[src/rtl/instr_fetch_align_if.sv]
// Instruction-memory bus between the fetch unit and the instruction memory.
// Latency: imem_rdata is valid exactly one cycle after imem_req.
// Backpressure: none; the memory always answers, the fetch unit throttles itself.
interface instr_fetch_align_if;
  logic        imem_req;
  logic [31:0] imem_addr;
  logic [31:0] imem_rdata;

  modport master (output imem_req, output imem_addr, input imem_rdata);
  modport slave  (input imem_req, input imem_addr, output imem_rdata);
endinterface

[src/rtl/instr_fetch_align.sv]
// Fetches 32-bit words, splits them into halfword parcels and issues aligned RVC/32-bit instructions to IF_ID.
// Latency: a word returning in cycle N can be issued into IF_ID at the end of cycle N (bypass through the queue).
// Backpressure: hz holds IF_ID while the queue keeps filling; fetching stops when a returning word would not fit.
module instr_fetch_align #(
  parameter logic [31:0] RESET_VEC = 32'h0000_0000
) (
  input  logic                       clk,
  input  logic                       Rst,
  input  logic                       hz,
  input  logic                       dbg,
  input  logic                       mem_hold,
  input  logic                       branch,
  input  logic [31:0]                branoff,
  instr_fetch_align_if.master        imem,
  output logic [31:0]                ins,
  output logic [31:0]                IF_ID_pres_addr,
  output logic                       comp_sig,
  output logic                       if_valid
);

  typedef enum logic [1:0] {BOOT, RUN, REDIR} state_t;

  localparam logic [31:0] BOOT_ADDR = {RESET_VEC[31:2], 2'b00};
  localparam logic [31:0] BOOT_HEAD = {RESET_VEC[31:1], 1'b0};

  state_t            state_q, state_d;
  logic [2:0]        cnt_q, cnt_d;
  logic [3:0][15:0]  q_q, q_d;
  logic [31:0]       head_q, head_d;
  logic              epoch_q, epoch_d;
  logic              skip_q, skip_d;
  logic [31:0]       fetch_addr_q, fetch_addr_d;
  logic              req_q, req_d;
  logic [31:0]       addr_q, addr_d;
  logic              req_epoch_q, req_epoch_d;
  logic              resp_vld_q, resp_vld_d;
  logic              resp_epoch_q, resp_epoch_d;
  logic [31:0]       ins_q, ins_d;
  logic [31:0]       pc_q, pc_d;
  logic              comp_q, comp_d;
  logic              vld_q, vld_d;

  logic [5:0][15:0]  avail;
  logic [1:0]        n_in;
  logic [2:0]        n_avail;
  logic              accept;
  logic              head_comp;
  logic [2:0]        need;
  logic              have_instr;
  logic [2:0]        pop;
  logic [2:0]        idx;
  logic              unused_branoff;

  // Bit 0 of the redirect target has no meaning for halfword-aligned code.
  assign unused_branoff = branoff[0];

  // Next-state: merge queue with returning word, issue/pop the head, redirect, and throttle fetches.
  always_comb begin
    state_d      = state_q;
    cnt_d        = cnt_q;
    q_d          = q_q;
    head_d       = head_q;
    epoch_d      = epoch_q;
    skip_d       = skip_q;
    fetch_addr_d = fetch_addr_q;
    req_d        = 1'b0;
    addr_d       = addr_q;
    req_epoch_d  = epoch_q;
    resp_vld_d   = req_q;
    resp_epoch_d = req_epoch_q;
    ins_d        = ins_q;
    pc_d         = pc_q;
    comp_d       = comp_q;
    vld_d        = vld_q;
    pop          = 3'd0;
    idx          = 3'd0;

    // Responses tagged with an old epoch belong to a flushed path.
    accept = resp_vld_q && (resp_epoch_q == epoch_q) && (state_q != BOOT);
    n_in   = !accept ? 2'd0 : (skip_q ? 2'd1 : 2'd2);

    // Queued parcels first, then the halfwords of the returning word.
    avail = '0;
    for (int k = 0; k < 4; k++) begin
      if (3'(k) < cnt_q) avail[k] = q_q[k];
    end
    if (accept) begin
      if (skip_q) begin
        avail[cnt_q] = imem.imem_rdata[31:16];
      end else begin
        avail[cnt_q]        = imem.imem_rdata[15:0];
        avail[cnt_q + 3'd1] = imem.imem_rdata[31:16];
      end
    end
    n_avail    = cnt_q + {1'b0, n_in};
    head_comp  = (avail[0][1:0] != 2'b11);
    need       = head_comp ? 3'd1 : 3'd2;
    have_instr = (n_avail >= need);

    if (branch) begin
      epoch_d      = ~epoch_q;
      cnt_d        = 3'd0;
      head_d       = {branoff[31:1], 1'b0};
      skip_d       = branoff[1];
      req_d        = 1'b1;
      addr_d       = {branoff[31:2], 2'b00};
      req_epoch_d  = ~epoch_q;
      fetch_addr_d = {branoff[31:2], 2'b00} + 32'd4;
      ins_d        = 32'd0;
      comp_d       = 1'b0;
      vld_d        = 1'b0;
      state_d      = REDIR;
    end else begin
      if (!hz) begin
        if (have_instr) begin
          ins_d  = head_comp ? {16'h0000, avail[0]} : {avail[1], avail[0]};
          pc_d   = head_q;
          comp_d = head_comp;
          vld_d  = 1'b1;
          pop    = need;
        end else begin
          ins_d  = 32'd0;
          comp_d = 1'b0;
          vld_d  = 1'b0;
        end
      end
      for (int k = 0; k < 4; k++) begin
        idx    = 3'(k) + pop;
        q_d[k] = avail[idx];
      end
      cnt_d  = n_avail - pop;
      head_d = head_q + {28'd0, pop, 1'b0};
      if (accept) begin
        skip_d = 1'b0;
        if (state_q == REDIR) state_d = RUN;
      end
      // A new fetch is only allowed if every word already requested plus this one still fits in 4 parcels.
      if (state_q == BOOT) begin
        req_d        = 1'b1;
        addr_d       = fetch_addr_q;
        fetch_addr_d = fetch_addr_q + 32'd4;
        state_d      = RUN;
      end else if (({1'b0, cnt_d} + {2'b00, req_q, 1'b0}) <= 4'd2) begin
        req_d        = 1'b1;
        addr_d       = fetch_addr_q;
        fetch_addr_d = fetch_addr_q + 32'd4;
      end
    end
  end

  // State update: reset wins over everything, a debug/memory freeze holds every register.
  always_ff @(posedge clk) begin
    if (!Rst) begin
      state_q      <= BOOT;
      cnt_q        <= 3'd0;
      q_q          <= '0;
      head_q       <= BOOT_HEAD;
      epoch_q      <= 1'b0;
      skip_q       <= RESET_VEC[1];
      fetch_addr_q <= BOOT_ADDR;
      req_q        <= 1'b0;
      addr_q       <= BOOT_ADDR;
      req_epoch_q  <= 1'b0;
      resp_vld_q   <= 1'b0;
      resp_epoch_q <= 1'b0;
      ins_q        <= 32'd0;
      pc_q         <= RESET_VEC;
      comp_q       <= 1'b0;
      vld_q        <= 1'b0;
    end else if (!(dbg || mem_hold)) begin
      state_q      <= state_d;
      cnt_q        <= cnt_d;
      q_q          <= q_d;
      head_q       <= head_d;
      epoch_q      <= epoch_d;
      skip_q       <= skip_d;
      fetch_addr_q <= fetch_addr_d;
      req_q        <= req_d;
      addr_q       <= addr_d;
      req_epoch_q  <= req_epoch_d;
      resp_vld_q   <= resp_vld_d;
      resp_epoch_q <= resp_epoch_d;
      ins_q        <= ins_d;
      pc_q         <= pc_d;
      comp_q       <= comp_d;
      vld_q        <= vld_d;
    end
  end

  assign imem.imem_req   = req_q;
  assign imem.imem_addr  = addr_q;
  assign ins             = ins_q;
  assign IF_ID_pres_addr = pc_q;
  assign comp_sig        = comp_q;
  assign if_valid        = vld_q;

endmodule

[src/flat_wrapper.sv]
// flat-port wrapper written by rule: the top's interface ports become plain ports
module instr_fetch_align_flat 
#(
  parameter logic [31:0] RESET_VEC = 32'h0000_0000
)
  (clk, Rst, hz, dbg, mem_hold, branch, branoff, ins, IF_ID_pres_addr, comp_sig, if_valid, imem_imem_req, imem_imem_addr, imem_imem_rdata);
  instr_fetch_align_if imem_i ();
  input  logic clk;
  input  logic Rst;
  input  logic hz;
  input  logic dbg;
  input  logic mem_hold;
  input  logic branch;
  input  logic [31:0] branoff;
  output logic [31:0] ins;
  output logic [31:0] IF_ID_pres_addr;
  output logic comp_sig;
  output logic if_valid;
  output wire logic [$bits(imem_i.imem_req)-1:0] imem_imem_req;
  output wire logic [$bits(imem_i.imem_addr)-1:0] imem_imem_addr;
  input wire logic [$bits(imem_i.imem_rdata)-1:0] imem_imem_rdata;
  assign imem_imem_req = imem_i.imem_req;
  assign imem_imem_addr = imem_i.imem_addr;
  assign imem_i.imem_rdata = imem_imem_rdata;
  instr_fetch_align #(.RESET_VEC(RESET_VEC)) u_core (.clk(clk), .Rst(Rst), .hz(hz), .dbg(dbg), .mem_hold(mem_hold), .branch(branch), .branoff(branoff), .imem(imem_i), .ins(ins), .IF_ID_pres_addr(IF_ID_pres_addr), .comp_sig(comp_sig), .if_valid(if_valid));
endmodule
[config.mk]
export PLATFORM = sky130hd
export DESIGN_NAME = instr_fetch_align_flat
export DESIGN_NICKNAME = d
export VERILOG_FILES = /design/src/rtl/instr_fetch_align_if.sv /design/src/rtl/instr_fetch_align.sv /design/src/flat_wrapper.sv
export SDC_FILE = /design/constraint.sdc
export NUM_CORES = 1
export LEC_CHECK = 0
export CORE_MARGIN = 2
export CORE_UTILIZATION = 28
export CTS_BUF_LIST = sky130_fd_sc_hd__clkbuf_16
export CTS_CLUSTER_DIAMETER = 60
export CTS_CLUSTER_SIZE = 30
export DETAILED_ROUTE_END_ITERATION = 6
export PLACE_DENSITY_LB_ADDON = 0.15
export SLEW_MARGIN = 20
export SYNTH_ARGS = -nofsm -noshare
export SYNTH_HDL_FRONTEND = slang
export SYNTH_SLANG_ARGS = --single-unit
export TNS_END_PERCENT = 5
[constraint.sdc]
create_clock -name clk -period 6.4 [get_ports clk]
set_input_delay 1.28 -clock clk [delete_from_list [all_inputs] [get_ports clk]]
set_output_delay 1.28 -clock clk [all_outputs]
set_load 0.01 [all_outputs]
; ---- Word-level counts from Yosys, hierarchy flattened
; Index checks and enable logic that the tools add are counted.
[op_classes]
n_addsub = 10
n_mul = 0
div = 0
order_cmp = 14
eq_ne = 4
shifts = 0
mux = 54
bitwise = 4
n_reduce_logical = 18
[op_table]
columns = cell, count
row1 = $mux W32, 11
row2 = $bwmux W96, 3
row3 = $bmux W16 S3, 4
row4 = $mux W96, 2
row5 = $mux W16, 10
row6 = $demux W16 S3, 2
row7 = $add A32 B3 Y32 const B, 2
row8 = $add A32 B4 Y32, 1
row9 = $lt A3 B4 Y1 const B, 6
row10 = $mux W2, 7
row11 = $mux W3, 4
row12 = $mux W1, 11
row13 = $reduce_and A2 Y1, 5
row14 = $reduce_bool A3 Y1, 3
row15 = $add A2 B3 Y3 const A, 2
row16 = $ge A3 B1 Y1 const B, 2
row17 = $lt A1 B3 Y1 const A, 2
row18 = $lt A2 B3 Y1 const A, 2
row19 = $add A3 B2 Y4, 1
row20 = $le A4 B2 Y1 const B, 1
row21 = $logic_and A1 B1 Y1, 4
row22 = $not A1 Y1, 4
row23 = $reduce_and A4 Y1, 1
row24 = $reduce_bool A2 Y1, 2
row25 = other kinds (12), 12
[word_totals]
regBits = 236
latchBits = 0
ramBits = 0
mem_bits_ro = 0
word_cells = 122
memories = 0

; ---- Depth between registers and ports, before layout
[depth]
depth_word = 20
depth_mapped = 30
depth_no_buf = 24

; ---- Worst setup path before layout
; Ideal clock, no wire load.
[synth_path]
kind = input -> register
startpoint = input imem_imem_rdata[17]
endpoint = register u_core.fetch_addr_q[14]
setup_ns = 0.128
t_arrival_ns = 5.962
t_required_ns = 6.272
path_slack_ns = 0.310
path_stages = 25
n_path_buf = 6
cell_sequence = clkbuf_1 > o21a_1 > a22oi_1 > nor2_1 > buf_2 > buf_2 > inv_1 > ha_1 > o21ai_0 > a21oi_1 > clkbuf_1 > clkbuf_1 > nand2_1 > inv_1 > fa_1 > inv_1 > ha_1 > nor2b_1 > nor3_1 > nor3_1 > nor2_1 > clkbuf_1 > o21ai_0 > a22oi_1 > nor2_1
[synth_via]
elab_chain_len = 14
[synth_lines]
columns = item, line_no
row1 = start: declaration, flat_wrapper.sv:21  ; input wire logic [$bits(imem_i.imem_rdata)-1:0] imem_imem_rdata;
row2 = $bwmux W96 (on tied branches), "instr_fetch_align.sv:92, instr_fetch_align.sv:89"
row3 = $mux W96 (*), instr_fetch_align.sv:88  ; if (skip_q) begin
row4 = $mux W96 (*), instr_fetch_align.sv:87  ; if (accept) begin
row5 = $ne A2 B2 Y1 (*), instr_fetch_align.sv:96  ; head_comp = (avail[0][1:0] != 2'b11);
row6 = $mux W2 (*), instr_fetch_align.sv:97  ; need = head_comp ? 3'd1 : 3'd2;
row7 = $ge A3 B3 Y1, instr_fetch_align.sv:98  ; have_instr = (n_avail >= need);
row8 = $mux W3 (*), instr_fetch_align.sv:115  ; if (have_instr) begin
row9 = $mux W3 (*), instr_fetch_align.sv:114  ; if (!hz) begin
row10 = $mux W3 (*), instr_fetch_align.sv:100  ; if (branch) begin
row11 = $sub A3 B3 Y3 (*), instr_fetch_align.sv:131  ; cnt_d = n_avail - pop;
row12 = $add A3 B2 Y4 (*), instr_fetch_align.sv:143  ; end else if (({1'b0, cnt_d} + {2'b00, req_q, 1'b0}) <= 4'd2) begin
row13 = $le A4 B2 Y1 (*), instr_fetch_align.sv:143
row14 = $reduce_bool A3 Y1 (no line) (*), --
row15 = $reduce_and A2 Y1 (no line) (*), --
row16 = end signal: assignment, instr_fetch_align.sv:177  ; fetch_addr_q <= fetch_addr_d;
row17 = end: declaration, instr_fetch_align.sv:32  ; logic [31:0] fetch_addr_q, fetch_addr_d;
; Mark *: on every way between the ends. The rest lies on a longest branch, timed or not. The select of a mux whose other input is x is not followed.
; A chain may end at the register's enable or synchronous reset.

; ---- Worst setup path in the final report
[layout_path]
startpoint = register u_core.cnt_q[2]
endpoint = register u_core.head_q[27]
[layout_via]
elab_chain_len = 16
[layout_lines]
columns = item, line_no
row1 = start: declaration, instr_fetch_align.sv:27  ; logic [2:0] cnt_q, cnt_d;
row2 = start signal: assignment, instr_fetch_align.sv:172  ; cnt_q <= cnt_d;
row3 = $add A3 B1 Y3 (tied with other cells), instr_fetch_align.sv:92  ; avail[cnt_q + 3'd1] = imem.imem_rdata[31:16];
row4 = $lt A3 B4 Y1 (implied by the code) (tied with other cells), instr_fetch_align.sv:92
row5 = $logic_and A1 B1 Y1 (implied by the code) / $mux W16 (equally long branches), "instr_fetch_align.sv:92, instr_fetch_align.sv:89, instr_fetch_align.sv:91"
row6 = $mux W16 (implied by the code) / $demux W16 S3 (equally long branches), --
row7 = $demux W16 S3 / $bwmux W96 (equally long branches), --
row8 = $bwmux W96, instr_fetch_align.sv:92
row9 = $mux W96, instr_fetch_align.sv:88
row10 = $mux W96, instr_fetch_align.sv:87
row11 = $ne A2 B2 Y1, instr_fetch_align.sv:96
row12 = $mux W2, instr_fetch_align.sv:97
row13 = $ge A3 B3 Y1, instr_fetch_align.sv:98
row14 = $mux W3 (*), instr_fetch_align.sv:115
row15 = $mux W3 (*), instr_fetch_align.sv:114
row16 = $mux W3 (*), instr_fetch_align.sv:100
row17 = $add A32 B4 Y32 (*), instr_fetch_align.sv:132  ; head_d = head_q + {28'd0, pop, 1'b0};
row18 = $mux W32 (*), instr_fetch_align.sv:100
row19 = end signal: assignment, instr_fetch_align.sv:157  ; head_q <= BOOT_HEAD;
row20 = end signal: assignment, instr_fetch_align.sv:174  ; head_q <= head_d;
row21 = end: declaration, instr_fetch_align.sv:29  ; logic [31:0] head_q, head_d;
; Marks and branches as above.

==> impl_metrics.csv <==
group,metric,value,unit
run_status,status,"completed",
pwr,cellPowerDensity,199,mW/mm²
timing,maxSlewHeadroom,22.6,%
floorplan,die_area,0.0555,mm²
worst_setup_path,cp_max_fo,36,
min_path,hold_path_depth,2,
timing,finalCriticalPeriod,5.91,ns
timing,min_period_over_period,92.3,%
clock_tree,cts_hold_buf,0,
floorplan,die_width,236,µm
floorplan,initial_utilization,28.5,%
synth,yosysUniqueCellTypes,81,
min_path,holdCritPathClass,"reg2reg",
detailed_routing,vias,16400,
clock_tree,clockBufferDepth,3,
detailed_routing,drcViolationCount,0,
worst_setup_path,cp-start-kind,"flip-flop",
clock_tree,clock-sinks,230,
placed_design,dp_slack,0.310,ns
grt,grt_pass1_wl,97.5,mm
clock_tree,cts_buffers,30,
timing,hold_viol,0,
floorplan,die_h,236,µm
worst_setup_path,path_cells,"buf_4, xnor2_4, nand3_2, o221ai_1, nor2_2, inv_2, ha_1, o21ai_0, a21o_1, a21oi_4, buf_4, ha_1, fa_1, nand2_1, or3_1, nor4_2, mux2i_1, nor2_1, a221oi_1, nor2_1",
worst_setup_path,worst_setup_path_end_kind,"flip-flop",
layout,fin_area,0.0183,mm²
placed_design,gp_congestion,0.871,
worst_setup_path,cp_num_cells,20,
floorplan,core_area,0.0528,mm²
grt,grt_usage,22.6,%
worst_setup_path,crit_type,"reg2reg",
synth,synth_warnings,0,
layout,final_util,34.6,%
synth,async_reset_ff_share,0,%
grt,antenna_found_initial,3,
detailed_routing,wl_per_cell,23.0,µm
detailed_routing,first_pass_iters,5,
clock_tree,cts_tree,"built",
grt,grt_max_degree,81,
detailed_routing,routed_wl,65.3,mm
timing,finalMaxSlewViolations,0,
layout,layout-drive-gt1-share,8.48,%
worst_setup_path,critical_path_required,6.86,ns
placed_design,dpl-instance-area,0.0173,mm²
timing,worst_slew_pin_slew,1.15,ns
detailed_routing,via_per_inst,5.79,
timing,layout_setup_ws,0.494,ns
synth,synth_edf_count,0,
timing,fmax,169,MHz
worst_setup_path,cp_slowest_cell,"dfxtp_1",
pwr,power_leakage,0.00639,µW
floorplan,std_cell_rows,84,
timing,finalSetupViolCount,0,
detailed_routing,ant_nets,0,
synth,yosys_most_used_dff,"dfxtp_1",
timing,fin_skew,0.0185,ns
clock_tree,htreeDepth,1,
grt,grt_pass1_vias,15300,
pwr,ir_drop,0.189,mV
layout,n_fill_cell,5597,
run,drv_cap,0,
grt,grt_overflow,0,
worst_setup_path,cp_data_arrival_time,6.37,ns
timing,rsz0062_at_grt,"false",
synth,syn_area_per_cell,7.28,µm²
timing,fin_tns_setup,0,ns
clock_tree,clk_pin_slew,0.07,ns
worst_setup_path,reg2reg_depth,20,
layout,syn_to_final_growth,21.7,%
synth,synthCells,2062,
synth,synth_seq_area_share,30.7,%
placed_design,port_buffers,164,
placed_design,place_hpwl,43.2,mm
floorplan,io_pins,169,
clock_tree,post_cts_buffers,0,
detailed_routing,initialDrtViolationCount,1618,
clock_tree,clk_latency,0.59,ns
synth,synth_seq_cells,230,
worst_setup_path,cp_top_family,"simple AND/OR/NAND/NOR gates",
worst_setup_path,worst_path_largest_cell_delay,0.84,ns
clock_tree,cts_resized,0,
synth,netlist_area,0.0150,mm²
layout,nets,2209,
worst_setup_path,critPathBufInv,3,
clock_tree,cts_root_buffer,"clkbuf_16",
## power by group
part	switching, µW	internal (µW)	total (µW)
registers	35.6	1470	1510
clock network	783	951	1730
logic	242	149	391
total	1060	2570	3630
## registers in the layout (all words and copies together) (netlist names)
name                    flops
u_core.q_q                 64
u_core.skip_q               1
u_core.ins                 32
u_core.IF_ID_pres_addr     31
u_core.head_q              31
u_core.resp_epoch_q         1
u_core.state_q              2
u_core.imem.imem_req        1
u_core.epoch_q              1
u_core.imem.imem_addr      30
u_core.fetch_addr_q        30
u_core.if_valid             1
u_core.cnt_q                3
u_core.resp_vld_q           1
u_core.comp_sig             1
## area by class of cell
class / instances / area (µm²) / share of cell area [%]
multi-input combinational: 1611 / 9590 / 52.5
sequential: 230 / 4610 / 25.2
timing repair buffer: 224 / 2110 / 11.5
tap: 688 / 861 / 4.71
clock buffer: 31 / 776 / 4.25
clock inverter: 24 / 221 / 1.21
inverter: 27 / 109 / 0.596
antenna: 2 / 5.00 / 0.0274
## placed cells by master (no fill, tap or decap), drive strengths merged, types with 30 or more instances in the layout
cell type and instances:
nand2 293, nor2 232, dfxtp 230, a21oi 187, clkdlybuf4s50 162, o21ai 157
nand3 83, a22oi 70, mux2i 69, buf 62, a211oi 46, inv 38
a31oi 32, clkbuf 31, nor3 30
## path summary, 6_finish.rpt
check | from | end | slack (ns)
hold / removal | u_core.fetch_addr_q[16] | u_core.fetch_addr_q[16] | 0.45
setup / recovery | u_core.cnt_q[2] | u_core.head_q[27] | 0.49
setup reg to reg | u_core.cnt_q[2] | u_core.head_q[27] | 0.49
hold reg to reg | u_core.fetch_addr_q[16] | u_core.fetch_addr_q[16] | 0.45
## Yosys cell counts, drive strengths merged (9+ instances only)
cell type	n	area share [%]
ha	12	1.0
o21ai	157	5.2
a211oi	46	2.3
buf	53	1.9
nor2b	9	0.37
mux2	14	1.0
a21o	11	0.55
o211ai	23	1.2
nor2	232	5.8
o221ai	14	0.82
dfxtp	230	31
nand2	293	7.3
inv	25	0.64
a2bb2oi	22	1.3
a31oi	32	1.3
xnor2	20	1.3
o32ai	9	0.58
a221oi	16	0.93
nand3	83	2.8
and2	23	0.96
a21oi	187	6.3
or2	18	0.75
o2bb2ai	12	0.70
clkbuf	143	3.6
a22o	13	0.76
and3	14	0.58
a221o	19	1.3
xor2	14	0.82
mux2i	69	4.6
o22ai	23	0.96
o31ai	16	0.80
a22oi	70	3.5
nor3	30	1.0
## tightest hold or removal path: cells and delay by family, from the launching register on
family | cells | cell delay (ns)
DFF | 1 | 0.31
and+or+nand+nor | 1 | 0.05
AOI/OAI and AO/OA | 1 | 0.05
## logic make-up (layout without fill, tap and decap cells)
| logic type | after synthesis | in the layout | synth area share (%) |
|---|---|---|---|
| simple gates | 755 | 755 | 22.4 |
| buf+inv | 223 | 306 | 6.12 |
| flops | 230 | 230 | 30.7 |
| fa+ha+maj | 15 | 15 | 1.40 |
| compound gates | 721 | 721 | 31.6 |
| other cells | 1 | 5 | 0.0250 |
| mux | 83 | 83 | 5.65 |
| xor+xnor | 34 | 34 | 2.16 |
## routing by layer
layer | up-vias | wire [µm] | track usage (%) | part of all wire (%)
met3 | 141 | 5020 | 3.01 | 7.7
met2 | 766 | 28700 | 35.0 | 44
li1 | 7658 | - | - | -
met4 | 0 | 2280 | 8.69 | 3.5
met5 | - | 0 | 0 | 0
met1 | 7859 | 29300 | 31.6 | 45
## metrics by stage
| stage | hold slack, ns | instances | power (µW) |
|---|---|---|---|
| after floorplan | 0.431 | 2064 | 1750 |
| after global placement | 0.437 | 2780 | 1920 |
| after detailed placement | 0.445 | 2780 | 1930 |
| after CTS | 0.453 | 2835 | 3670 |
| after global routing | 0.468 | 2835 | 3760 |
| final | 0.450 | 2837 | 3630 |
Note: power is estimated with default switching activity, not from simulation.
